`src/rtl/sys_bridge_n.sv`:
```
// sys_bridge_n: CPU data port to N_DEV memory-mapped slots with wait states, bus timeout and irq aggregation.
// Optional SYS_BRIDGE_IRQ_LATCH_EN: edge-latched pending irqs with a mask register in the ctrl region.
module sys_bridge_n #(
  parameter int          N_DEV     = 2,
  parameter logic [31:0] DEV_BASE  = 32'h0000_7F00,
  parameter int          SPAN_LOG2 = 4,
  parameter int          TIMEOUT   = 16
) (
  input  logic                 clk,
  input  logic                 reset,
  input  logic [31:0]          cpu_addr,
  input  logic [31:0]          cpu_wd,
  input  logic                 cpu_we,
  input  logic                 cpu_re,
  output logic [31:0]          cpu_rd,
  output logic                 cpu_stall,
  output logic [5:0]           cpu_intr,
  output logic [31:0]          dev_addr,
  output logic [31:0]          dev_wd,
  output logic [N_DEV-1:0]     dev_we,
  output logic [N_DEV-1:0]     dev_re,
  input  logic [32*N_DEV-1:0]  dev_rd,
  input  logic [N_DEV-1:0]     dev_ready,
  input  logic [N_DEV-1:0]     dev_irq
);
  localparam int SW = (N_DEV > 1) ? $clog2(N_DEV) : 1;
  typedef enum logic [1:0] {IDLE, WAIT, DONE} state_t;

  state_t                 state, state_nxt;
  logic [7:0]             cnt;
  logic [SW-1:0]          sel;
  logic                   dir_we, st_err, st_to;
  logic [31:0]            addr_q, wd_q, rdata, ctrl_rdata;
  logic [N_DEV-1:0][31:0] rd_arr;
  logic [N_DEV-1:0]       sel_oh, intr_src;
  logic                   accept, finish_ok, finish_to, strobe;

  // Address decode: slots first, then one slot-sized ctrl region right after them.
  logic [31:0] ofs, slot_idx, loc;
  logic [29:0] wofs;
  logic        in_rng, slot_hit, ctrl_hit, req, idle, ctrl_we, ctrl_re, miss;
  assign in_rng   = cpu_addr >= DEV_BASE;
  assign ofs      = cpu_addr - DEV_BASE;
  assign slot_idx = ofs >> SPAN_LOG2;
  assign loc      = ofs & ((32'd1 << SPAN_LOG2) - 32'd1);
  assign wofs     = 30'(loc >> 2);
  assign slot_hit = in_rng && (slot_idx < 32'(N_DEV));
  assign ctrl_hit = in_rng && (slot_idx == 32'(N_DEV));
  assign req      = cpu_we | cpu_re;
  assign idle     = (state == IDLE);
  assign ctrl_we  = idle && ctrl_hit && cpu_we;
  assign ctrl_re  = idle && ctrl_hit && !cpu_we && cpu_re;
  assign miss     = idle && req && !slot_hit && !ctrl_hit;
  assign rd_arr   = dev_rd;

  always_ff @(posedge clk) begin
    if (reset) state <= IDLE;
    else       state <= state_nxt;
  end

  always_comb begin
    state_nxt = state;
    cpu_stall = 1'b0;
    accept    = 1'b0;
    finish_ok = 1'b0;
    finish_to = 1'b0;
    case (state)
      IDLE: if (req && slot_hit) begin
        accept    = 1'b1;
        cpu_stall = 1'b1;
        state_nxt = WAIT;
      end
      WAIT: begin
        cpu_stall = 1'b1;
        if (dev_ready[sel]) begin
          finish_ok = 1'b1;
          state_nxt = DONE;
        end else if (cnt == 8'(TIMEOUT - 1)) begin
          finish_to = 1'b1;
          state_nxt = DONE;
        end
      end
      DONE:    state_nxt = IDLE;  // held request is deliberately not reissued
      default: state_nxt = IDLE;
    endcase
  end

  always_ff @(posedge clk) begin
    if (reset) begin
      cnt    <= '0;
      sel    <= '0;
      dir_we <= 1'b0;
      addr_q <= '0;
      wd_q   <= '0;
      rdata  <= '0;
      st_err <= 1'b0;
      st_to  <= 1'b0;
    end else begin
      if (accept) begin
        cnt    <= '0;
        sel    <= slot_idx[SW-1:0];
        dir_we <= cpu_we;
        addr_q <= cpu_addr;
        wd_q   <= cpu_wd;
      end else if (state == WAIT) begin
        cnt <= cnt + 8'd1;
      end
      if (finish_ok)      rdata <= rd_arr[sel];
      else if (finish_to) rdata <= '0;
      if (ctrl_we && wofs == 30'd0) begin
        st_err <= 1'b0;
        st_to  <= 1'b0;
      end
      if (miss) st_err <= 1'b1;
      if (finish_to) begin
        st_err <= 1'b1;
        st_to  <= 1'b1;
      end
    end
  end

  // Strobe only in the first WAIT cycle, identified by the fresh counter.
  assign strobe = (state == WAIT) && (cnt == 8'd0);
  always_comb begin
    sel_oh = '0;
    for (int i = 0; i < N_DEV; i++) sel_oh[i] = (sel == SW'(i));
  end
  assign dev_we   = (strobe && dir_we)  ? sel_oh : '0;
  assign dev_re   = (strobe && !dir_we) ? sel_oh : '0;
  assign dev_addr = addr_q;
  assign dev_wd   = wd_q;

`ifdef SYS_BRIDGE_IRQ_LATCH_EN
  logic [N_DEV-1:0] irq_prev, pending, mask, pnd_clr;
  assign pnd_clr = (ctrl_we && wofs == 30'd1) ? cpu_wd[N_DEV-1:0] : '0;
  always_ff @(posedge clk) begin
    if (reset) begin
      irq_prev <= '0;
      pending  <= '0;
      mask     <= '1;
    end else begin
      irq_prev <= dev_irq;
      pending  <= (pending & ~pnd_clr) | (dev_irq & ~irq_prev);  // edge beats clear
      if (ctrl_we && wofs == 30'd2) mask <= cpu_wd[N_DEV-1:0];
    end
  end
  assign intr_src = pending & mask;
`else
  logic [N_DEV-1:0] irq_q;
  always_ff @(posedge clk) begin
    if (reset) irq_q <= '0;
    else       irq_q <= dev_irq;
  end
  assign intr_src = irq_q;
`endif
  assign cpu_intr = 6'(intr_src);

  always_comb begin
    ctrl_rdata = '0;
    if (wofs == 30'd0) ctrl_rdata = {30'd0, st_to, st_err};
`ifdef SYS_BRIDGE_IRQ_LATCH_EN
    else if (wofs == 30'd1) ctrl_rdata = 32'(pending);
    else if (wofs == 30'd2) ctrl_rdata = 32'(mask);
`endif
  end

  always_comb begin
    cpu_rd = '0;
    if (state == DONE) cpu_rd = rdata;
    else if (ctrl_re)  cpu_rd = ctrl_rdata;
  end
endmodule

```
`config.mk`:
```
export PLATFORM = sky130hd
export DESIGN_NAME = sys_bridge_n
export DESIGN_NICKNAME = d
export VERILOG_FILES = /design/src/rtl/sys_bridge_n.sv
export SDC_FILE = /design/constraint.sdc
export NUM_CORES = 1
export LEC_CHECK = 0
export CAP_MARGIN = 20
export CORE_MARGIN = 4
export CORE_UTILIZATION = 38
export CTS_BUF_LIST = sky130_fd_sc_hd__clkbuf_4 sky130_fd_sc_hd__clkbuf_8
export DETAILED_ROUTE_END_ITERATION = 10
export HOLD_SLACK_MARGIN = 0.05
export PLACE_DENSITY_LB_ADDON = 0.12
export RECOVER_POWER = 25
export SETUP_SLACK_MARGIN = 0.2
export SLEW_MARGIN = 15
export SYNTH_ARGS = -nofsm -noshare
export SYNTH_HDL_FRONTEND = slang
export SYNTH_SLANG_ARGS = --single-unit
```
`constraint.sdc`:
```
create_clock -name clk -period 2.1 [get_ports clk]
set_clock_uncertainty 0.2 [all_clocks]
set_input_delay 0.525 -clock clk [delete_from_list [all_inputs] [get_ports clk]]
set_output_delay 0.525 -clock clk [all_outputs]
set_load 0.01 [all_outputs]
```
==> out/summary.json <==
{
  "clocking": {
    "clock_edge_transition_at_the_registers_on_the_reported_setup_and_hold_paths_ns": 0.10,
    "ctsLongestPathBuffers": 2,
    "cts_made_buffers": 9,
    "clock-sinks": 111,
    "cts_tree": "built",
    "root_buffer_cell": "clkbuf_8",
    "cts_htree_levels": 3,
    "cts_hold_buf": 0,
    "clock_latency_ns": 0.38
  },
  "run_status": {
    "violations": "negative setup slack",
    "result_of_the_run": "finished, violations left"
  },
  "cells_and_area": {
    "fin_cells": 1017,
    "synthToLayoutAreaGrowth_pct": 78.4,
    "layout-drive-gt1-share": 0.325,
    "finalNetCount": 973,
    "final.fill_count": 1038,
    "ff_latch_area_um2": 2230,
    "multi_input_comb_area_um2": 3030
  },
  "routing": {
    "met2_wirelength_from_detailed_routing_um": 8080,
    "postRouteAntennaNets": 0,
    "route.detailed.vias_per_inst": 4.81,
    "initialDrtViolationCount": 269,
    "drt-met1-wl_um": 6690,
    "drc_violation_count_after_routing": 0,
    "drt-wirelength-per-cell_um": 16.2,
    "route.top_layer_used": "met4",
    "drt_wl_total_um": 16400,
    "first_pass_iters": 5,
    "met3_wirelength_um": 1290,
    "via_count": 4893
  },
  "die": {
    "dieWidth_um": 124,
    "core_area_um2": 13200,
    "floorplan.initialDensity": 0.386,
    "die-area_um2": 15300,
    "fp.dieH_um": 124,
    "design.portCount": 243,
    "number_of_rows_created_at_floorplan": 42
  },
  "global_routing": {
    "first_global_vias": 5108,
    "grt.overflow.total": 0,
    "initial_antenna_violation_count": 1,
    "maximum_number_of_pins_on_one_net_before_global_route_repair": 86,
    "grt.total_usage": 0.212,
    "first_pass_grt_wire_length_um": 25400
  },
  "sta": {
    "max-slew-margin-rel": 0.582,
    "finalCriticalPeriod_ns": 2.76,
    "timing.fmax_mhz": 362,
    "timing_max_transition_violations_final": 0,
    "worst_slew_pin_slew_ns": 0.626,
    "period_share": 1.32,
    "layout_setup_ws_ns": -0.662,
    "timing_hold_violations_final": 0,
    "grt_setup_unrepaired": "true",
    "report.final.setup_viol": 86
  },
  "synth": {
    "synthCells": 551,
    "post-synth-top-area-cell": "dfxtp_1",
    "yosysWarnings": 0,
    "synth.top_cell.area_share": 0.436,
    "postSynthRegisterBits": 111,
    "synth_area_leaders": "dfxtp_1 44%, nand2b_1 9.8%, mux2i_1 7.7%",
    "share_of_the_yosys_chip_area_belonging_to_registers": 0.436,
    "synthesis.area_per_instance_um2": 9.24,
    "synth_cell_type_count": 37,
    "netlist_area_um2": 5090
  },
  "setup_path": {
    "critical_path.startpoint": "cnt[7]$_SDFFE_PP0P_",
    "flop2flop_setup_slack_ns": -0.23,
    "r2r-start": "cnt[7]$_SDFFE_PP0P_",
    "timing.critical_path.to_type": "output port",
    "cp-start-kind": "flip-flop",
    "critPathKind": "flip-flop to output port",
    "worstPathMaxFanout": 2,
    "critPathArrivalTime_ns": 2.04,
    "worstRegToRegCells": 9,
    "critical_path.reg2reg.endpoint": "rdata[19]$_SDFFE_PP0P_",
    "critPathRequiredTime_ns": 1.37
  },
  "power": {
    "irDropWorstVdd_v": 0.000324,
    "power_leakage_nw": 3.70,
    "pwr_density_cell_nw_per_um2": 425
  },
  "worst_hold_path": {
    "min_from": "dev_addr[10]$_SDFFE_PP0P_",
    "whs_path_depth": 2,
    "timing.hold.worst.class": "flip-flop to flip-flop",
    "worst_hold_path.endpoint": "dev_addr[10]$_SDFFE_PP0P_"
  },
  "placed_design": {
    "dp_slack_ns": -1.28,
    "place_congestion": 0.739,
    "dpl.cell_count": 960,
    "dp.final_hpwl_um": 11100,
    "number_of_port_buffers": 238
  },
  "job": {
    "cap_violations": 0
  }
}
-- metrics by stage --
step	power (mW)	util	hold slack (ns)	TNS, ns	area [um2]
6_report	3.86	0.689	0.254	-16.66	9080
3_3_place_gp	2.57	0.609	0.233	-53.65	8030
5_1_grt	4.03	0.689	0.282	-23.09	9080
2_1_floorplan	2.28	-	0.239	-0.402	5330
4_1_cts	3.90	0.667	0.250	-17.22	8790
3_5_place_dp	2.58	0.609	0.241	-57.73	8030
-- worst max path at each step --
stage | cells past startpoint | end
2_1_floorplan | 4 | cpu_stall
3_3_place_gp | 8 | cpu_rd[0]
3_5_place_dp | 8 | cpu_rd[1]
4_1_cts | 4 | dev_we[0]
5_1_grt | 4 | dev_we[0]
6_report | 4 | dev_re[0]
-- cell usage after synthesis --
master      n
nand3_1    36
buf_8       1
nand4b_1    1
and3_1      3
conb_1      1
buf_1       6
o31ai_1     2
and4b_1     1
ha_1        2
mux2i_1    39
nor3_1     13
buf_4      10
and2_1     31
buf_2       5
dfxtp_1   111
nand4_1     3
o211ai_1    1
clkbuf_1   23
nor4_1      8
and4_1      1
o21ai_0     1
nand2b_1   80
or4_4       2
nor3b_1    21
nand4b_2    1
nor3b_2     1
xnor2_1     6
nor2_1      8
a31oi_1     1
buf_12      2
a21oi_1    42
xor2_1      1
nand2_1    39
nor2b_1     5
a22o_1      2
inv_1       9
mux2_2     32
-- flip-flops by register name (all words and copies together) (netlist names) --
name      count
rdata        32
cnt           8
intr_src      2
st_err        1
dev_addr     32
dir_we        1
dev_wd       32
st_to         1
state         2
-- where the power goes --
| group | total [mW] | internal, mW | switching, mW | leakage, nW |
|---|---|---|---|---|
| sequential | 2.11 | 2.11 | 0.00168 | 0.897 |
| combinational | 0.422 | 0.289 | 0.133 | 2.70 |
| clock | 1.33 | 0.598 | 0.730 | 0.107 |
-- kinds of logic after synthesis --
group	synth area share
XOR/XNOR	0.0120
AO/OA/AOI/OAI	0.0514
AND/OR/NAND/NOR	0.289
other	0.000736
adder cells (fa/ha/maj)	0.00491
flip-flops	0.436
multiplexers	0.147
buffers and inverters	0.0585
-- worst max-delay path, cell delays in order (launching register included) --
cell     delay, ns
dfxtp_2       0.34
or4_4         0.53
or4_4         0.46
nor3_2        0.17
buf_2         0.15
-- cell type report --
type	instances	share of cell area
multi-input combinational	387	0.334
sequential	111	0.246
clock inverter	5	0.00634
inverter	9	0.00372
clock buffer	11	0.0160
tap	176	0.0242
antenna	1	0.000275
timing repair buffer	317	0.370
-- metal layers --
| layer | up-vias | track usage |
|---|---|---|
| met2 | 169 | 0.363 |
| met4 | 0 | 0.0886 |
| met5 | - | 0 |
| met1 | 2278 | 0.246 |
| li1 | 2422 | - |
| met3 | 24 | 0.0618 |
-- cell usage in the layout, fill, tap and decap left out, types with 3 or more instances in the layout --
cell / netlist / layout
nor4_4: 0 / 6
clkdlybuf4s15_2: 0 / 3
clkdlybuf4s50_1: 0 / 104
inv_1: 9 / 9
dfxtp_1: 111 / 106
dlygate4sd2_1: 0 / 77
buf_12: 2 / 11
clkbuf_8: 0 / 10
a21oi_1: 42 / 39
clkbuf_16: 0 / 3
dfxtp_2: 0 / 4
mux2_2: 32 / 32
buf_2: 5 / 12
nor2_1: 8 / 5
a21oi_2: 0 / 3
and2_4: 0 / 31
nor3b_4: 0 / 4
buf_6: 0 / 60
nand2_1: 39 / 39
nor2_2: 0 / 3
nand3_1: 36 / 32
nor3_1: 13 / 3
nand2b_1: 80 / 80
buf_16: 0 / 10
nand3_2: 0 / 4
xnor2_1: 6 / 6
nand4_1: 3 / 3
nor2b_1: 5 / 4
mux2i_1: 39 / 38
conb_1: 1 / 4
nor3b_2: 1 / 18
buf_4: 10 / 31
nor3_2: 0 / 8
-- timing repair --
action                                  CTS  global route
gates cloned                             11             2
setup buffers                            23             4
endpoints found under the setup margin  211           139
pin swaps                                35            27
gates resized for setup                 379            52
Power figures use the tool's default switching activity.
